`src/rtl/matvec_engine.sv`:
```
// Matrix-vector multiply sequencer: sweeps the 2-D weight and 1-D input loader
// selects, multiply-accumulates signed fixed-point operands and emits one
// saturated dot product per matrix row.
//
// state   | meaning
// IDLE    | waiting for start, selects parked at 0
// RUN     | issuing one (row, col) address per cycle
// DRAIN   | last product in flight through the accumulator
// DONE    | last row result and done pulse presented
module matvec_engine #(
  parameter int ROWS = 4,
  parameter int COLS = 16,
  parameter int DW   = 16,
  parameter int FRAC = 8,
  parameter int ACCW = 36
) (
  input  logic                    clk,
  input  logic                    reset,
  input  logic                    start,
  output logic                    busy,
  output logic                    done,
  output logic [$clog2(ROWS)-1:0] mat_seli,
  output logic [$clog2(COLS)-1:0] mat_selj,
  output logic [$clog2(COLS)-1:0] vec_sel,
  input  logic [DW-1:0]           mat_data,
  input  logic [DW-1:0]           vec_data,
  output logic                    result_valid,
  output logic [$clog2(ROWS)-1:0] result_row,
  output logic [DW-1:0]           result
);

  localparam int RW = $clog2(ROWS);
  localparam int CW = $clog2(COLS);
  localparam int PW = 2 * DW;
  localparam logic [RW-1:0] LAST_ROW = RW'(ROWS - 1);
  localparam logic [CW-1:0] LAST_COL = CW'(COLS - 1);
  localparam logic [DW-1:0] SAT_POS  = {1'b0, {(DW-1){1'b1}}};
  localparam logic [DW-1:0] SAT_NEG  = {1'b1, {(DW-1){1'b0}}};

  typedef enum logic [1:0] {S_IDLE, S_RUN, S_DRAIN, S_DONE} state_t;

  state_t r_state;
  logic              r_busy;
  logic              r_done;
  logic [RW-1:0]     r_seli;
  logic [CW-1:0]     r_selj;

  logic signed [PW-1:0]   r_prod;
  logic                   r_pv;
  logic [RW-1:0]          r_prow;
  logic [CW-1:0]          r_pcol;
  logic signed [ACCW-1:0] r_acc;
  logic                   r_rv;
  logic [RW-1:0]          r_rrow;
  logic [DW-1:0]          r_result;

  logic signed [PW-1:0]   w_mat_x;
  logic signed [PW-1:0]   w_vec_x;
  logic signed [PW-1:0]   w_prod;
  logic signed [ACCW-1:0] w_prod_x;
  logic signed [ACCW-1:0] w_sum;
  logic signed [ACCW-1:0] w_shift;
  logic                   w_fits;
  logic [DW-1:0]          w_sat;

  assign w_mat_x  = PW'($signed(mat_data));
  assign w_vec_x  = PW'($signed(vec_data));
  assign w_prod   = w_mat_x * w_vec_x;
  assign w_prod_x = ACCW'(r_prod);
  assign w_sum    = r_acc + w_prod_x;
  assign w_shift  = w_sum >>> FRAC;
  // The shifted sum fits the result when every bit above the result sign bit
  // matches that sign bit.
  assign w_fits   = (w_shift[ACCW-1:DW-1] == '0) || (w_shift[ACCW-1:DW-1] == '1);
  assign w_sat    = w_fits ? w_shift[DW-1:0] : (w_shift[ACCW-1] ? SAT_NEG : SAT_POS);

  assign busy         = r_busy;
  assign done         = r_done;
  assign mat_seli     = r_seli;
  assign mat_selj     = r_selj;
  assign vec_sel      = r_selj;
  assign result_valid = r_rv;
  assign result_row   = r_rrow;
  assign result       = r_result;

  // Sequencer: state, busy/done flags and the loader address sweep.
  always_ff @(posedge clk or posedge reset) begin
    if (reset) begin
      r_state <= S_IDLE;
      r_busy  <= 1'b0;
      r_done  <= 1'b0;
      r_seli  <= '0;
      r_selj  <= '0;
    end else begin
      case (r_state)
        S_IDLE: begin
          r_done <= 1'b0;
          if (start) begin
            r_state <= S_RUN;
            r_busy  <= 1'b1;
          end
        end
        S_RUN: begin
          if (r_selj == LAST_COL) begin
            r_selj <= '0;
            if (r_seli == LAST_ROW) begin
              r_seli  <= '0;
              r_state <= S_DRAIN;
            end else begin
              r_seli <= r_seli + RW'(1);
            end
          end else begin
            r_selj <= r_selj + CW'(1);
          end
        end
        S_DRAIN: begin
          r_state <= S_DONE;
          r_done  <= 1'b1;
        end
        S_DONE: begin
          r_state <= S_IDLE;
          r_done  <= 1'b0;
          r_busy  <= 1'b0;
        end
        default: r_state <= S_IDLE;
      endcase
    end
  end

  // Two-stage MAC: register the product (zero outside RUN), then accumulate
  // and close out a row when its last column's product arrives.
  always_ff @(posedge clk or posedge reset) begin
    if (reset) begin
      r_prod   <= '0;
      r_pv     <= 1'b0;
      r_prow   <= '0;
      r_pcol   <= '0;
      r_acc    <= '0;
      r_rv     <= 1'b0;
      r_rrow   <= '0;
      r_result <= '0;
    end else begin
      r_pv   <= (r_state == S_RUN);
      r_prow <= r_seli;
      r_pcol <= r_selj;
      r_prod <= (r_state == S_RUN) ? w_prod : '0;
      if (r_pv && (r_pcol == LAST_COL)) begin
        r_result <= w_sat;
        r_rrow   <= r_prow;
        r_rv     <= 1'b1;
        r_acc    <= '0;
      end else begin
        r_rv  <= 1'b0;
        r_acc <= w_sum;
      end
    end
  end

endmodule

```
`config.mk`:
```
export PLATFORM = sky130hd
export DESIGN_NAME = matvec_engine
export DESIGN_NICKNAME = d
export VERILOG_FILES = /design/src/rtl/matvec_engine.sv
export SDC_FILE = /design/constraint.sdc
export NUM_CORES = 1
export LEC_CHECK = 0
export BUFFER_PORTS_ARGS = -buffer_cell sky130_fd_sc_hd__buf_4
export CAP_MARGIN = 40
export CORE_MARGIN = 2
export CORE_UTILIZATION = 23
export DETAILED_ROUTE_END_ITERATION = 10
export GPL_TIMING_DRIVEN = 0
export HOLD_SLACK_MARGIN = 0.12
export SETUP_SLACK_MARGIN = 0.5
export SKIP_CTS_REPAIR_TIMING = 1
export SYNTH_ARGS = -nofsm -noshare
export SYNTH_HDL_FRONTEND = slang
export SYNTH_SLANG_ARGS = --single-unit
```
`constraint.sdc`:
```
create_clock -name clk -period 3.1 [get_ports clk]
set_input_delay 0.31 -clock clk [delete_from_list [all_inputs] [get_ports clk]]
set_output_delay 0.31 -clock clk [all_outputs]
set_load 0.1 [all_outputs]
```
==> results.tsv <==
metric	value	unit
first-pass GRT wire length	72860	µm
Via density	4.459	
failing checks	setup timing	
Design Area, Final	21330	µm²
via count of the first global-routing pass	13280	
post-DP HPWL	37040	µm
Std-Cell Rows	96	
Post-Place Setup Slack	-3.325	ns
FF/Latch Area	2603	µm²
final setup vio count	41	
routed via count	12770	
CTS Sinks	104	
Yosys cell types	62	
CP Launch Type	primary input	
Worst-Margin Slew	0.7564	ns
Synth async-reset ratio	100.0	%
DR pass1 iterations	6	
Die Y-Extent	267.3	µm
multi-input logic area	13570	µm²
Post-synth EDFFs	0	
CTS tree	done	
ANT cells	0	
Final ANT Viol Nets	0	
Placed Area	18760	µm²
H-tree depth	3	
initial antenna violation count	1	
critical path class	in2reg	
DR WL met3	2089	µm
Initial Util	23.25	%
final period utilization	181.6	%
core box area	68590	µm²
layout cells sized above 1	27.06	%
Finished Core Util	31.09	%
critical path cell sequence	buf_6 > clkbuf_16 > buf_4 > nand2_1 > fa_1 > inv_1 > fa_1 > fa_1 > fa_1 > fa_1 > inv_1 > fa_1 > inv_1 > ha_4 > buf_8 > a21o_1 > a21o_1 > a31oi_1 > o41a_1 > a211o_1 > a31o_4 > a211oi_2 > or3_1 > a21oi_2	
CP endpoint kind	register	
die span in x	267.3	µm
synthesized cell area	15950	µm²
top fanout value on the critical path	7	
Max Slew Vio Count	0	
Detail Route met2 WL	22700	µm
WL/cell	16.53	µm
Worst Path Required	3.41	ns
Slew HR	49.47	%
maximum clock rate	177.6	MHz
register bit total from synthesis	104	
Root Driver	clkbuf_16	
die area	71470	µm²
# DRC	0	
RR Startpoint	r_acc[8]	
post-route setup slack	-2.530	ns
Syn Inst Count	1748	
global placement routability congestion	0.9004	
synthesized net count	2170	
Tmin final	5.630	ns
CTS buffer count	9	
Skew-Pair Late Insertion Delay	0.38	ns
RSZ-0062 raised after global routing	yes	
min-delay src	start	
met1 wire length	21470	µm
wirelength, routed	47350	µm
hold depth	4	
Critical Path Max Stage Delay	0.58	ns
Synth Warn #	0	
fin nets	2350	
Fin. Hold Viols	0	
reg2reg setup slack	-0.28	ns
initial DRC count	837	
Worst-path clk slew	0.08	ns
worst clock skew	0.01239	ns
Buf+Inv Stages, Crit Path	7	
Avg Inst Size Synth	9.124	µm²
clock buffer depth	2	
Top delay family on crit path	adder cells	
GRT Total Usage	12.94	%
Port Buf Inserts	65	
IO Pins	66	
FF-to-FF path depth	10	
commonest non-fill, non-tap cell in the layout	inv_1	
Layout area overhead	33.71	%
Top FF cell, synth	dfrtp_1	
critical path arrival	5.94	ns
max cap viols	0	
worst hold endpoint	busy	
number of fill cells	7076	
most frequent cells in the layout	inv_1 (273), fa_1 (244), nand2_1 (178)	
Crit-path slowest cell	fa_1	
hold crit path type	in2reg	
status	finished, violations left	
total grt overflow	0	
largest net degree at the start of global routing	39	
Seq/Total Area, Yosys	16.32	%
Top Metal Used	met4	
worst reg2reg path endpoint	result[3]	
CP most frequent cell	fa_1	
-- registers in the layout (all words and copies together) (netlist names) --
register      cells
r_prow            2
result_row        2
r_state           2
mat_seli          2
r_pv              1
result_valid      1
r_acc            36
result           16
r_pcol            4
done              1
r_prod           32
busy              1
mat_selj          4
-- cell type report --
class                   count  area share [%]
plain buffers              74           3.990
clock buffers               9           1.056
clock inverters             7          0.4459
inverters                 302           5.333
multi-input cells        1268           63.65
flip-flops and latches    104           12.20
well taps                 931           5.462
repair buffers            169           7.856
-- worst max-delay path by stage --
stage | start | endpoint | slack [ns] | depth (start not counted)
6_report | mat_data[7] | r_prod[31] | -2.53 | 24
3_3_place_gp | mat_data[13] | r_prod[31] | -3.18 | 22
2_1_floorplan | vec_data[3] | r_prod[31] | -2.48 | 21
5_1_grt | mat_data[7] | r_prod[31] | -2.73 | 24
3_5_place_dp | mat_data[15] | r_prod[30] | -3.32 | 19
4_1_cts | mat_data[15] | r_prod[30] | -2.92 | 19
-- through the flow --
step / TNS [ns] / instances / hold WS, ns
final: -50.06 / 2864 / 0.2224
after detailed placement: -67.78 / 2747 / 0.4208
after CTS: -57.76 / 2763 / 0.07620
after global routing: -55.81 / 2864 / 0.2433
after floorplan: -44.76 / 1748 / 0.4143
after global placement: -66.63 / 2744 / 0.4113
-- cells by family (layout without fill, tap and decap cells) --
group / after synthesis / count (layout) / synth area share, %
simple gates: 567 / 567 / 17.93
fa+ha+maj: 387 / 387 / 42.74
buf+inv: 376 / 561 / 9.053
compound gates: 251 / 251 / 10.42
flops: 104 / 104 / 16.32
xor+xnor: 56 / 56 / 3.075
mux: 7 / 7 / 0.4707
-- synthesized netlist by cell type, types with 9 or more instances --
| master | number | area share [%] |
|---|---|---|
| a21oi_1 | 81 | 2.5 |
| clkbuf_1 | 61 | 1.4 |
| o21ai_0 | 35 | 1.1 |
| nand2_1 | 192 | 4.5 |
| xor2_1 | 16 | 0.88 |
| nor2_1 | 83 | 2.0 |
| a211o_1 | 19 | 1.0 |
| a211oi_1 | 9 | 0.42 |
| dfrtp_1 | 104 | 16 |
| nand4_1 | 27 | 1.1 |
| ha_1 | 124 | 9.7 |
| nand3_1 | 14 | 0.44 |
| nor2b_1 | 13 | 0.51 |
| and2_1 | 152 | 6.0 |
| a21o_1 | 29 | 1.4 |
| o221ai_1 | 16 | 0.88 |
| nor4_1 | 18 | 0.71 |
| inv_1 | 301 | 7.1 |
| nor3_1 | 24 | 0.75 |
| nand2b_1 | 17 | 0.67 |
| xnor2_1 | 40 | 2.2 |
| fa_1 | 263 | 33 |
| o21a_1 | 16 | 0.75 |
-- per-layer routing --
layer	GRT usage (%)	up-vias
li1	-	5915
met1	17.64	6509
met2	21.52	286
met3	1.710	61
met4	3.432	0
met5	0	-
-- worst min-delay path: stages --
cell and delay, ns:
buf_4 0.08, nor2b_1 0.04, nand2_1 0.05, o21ai_0 0.07
Power is not shown: default switching activity piles up to over one toggle a cycle in this logic, so the estimate is an artifact.
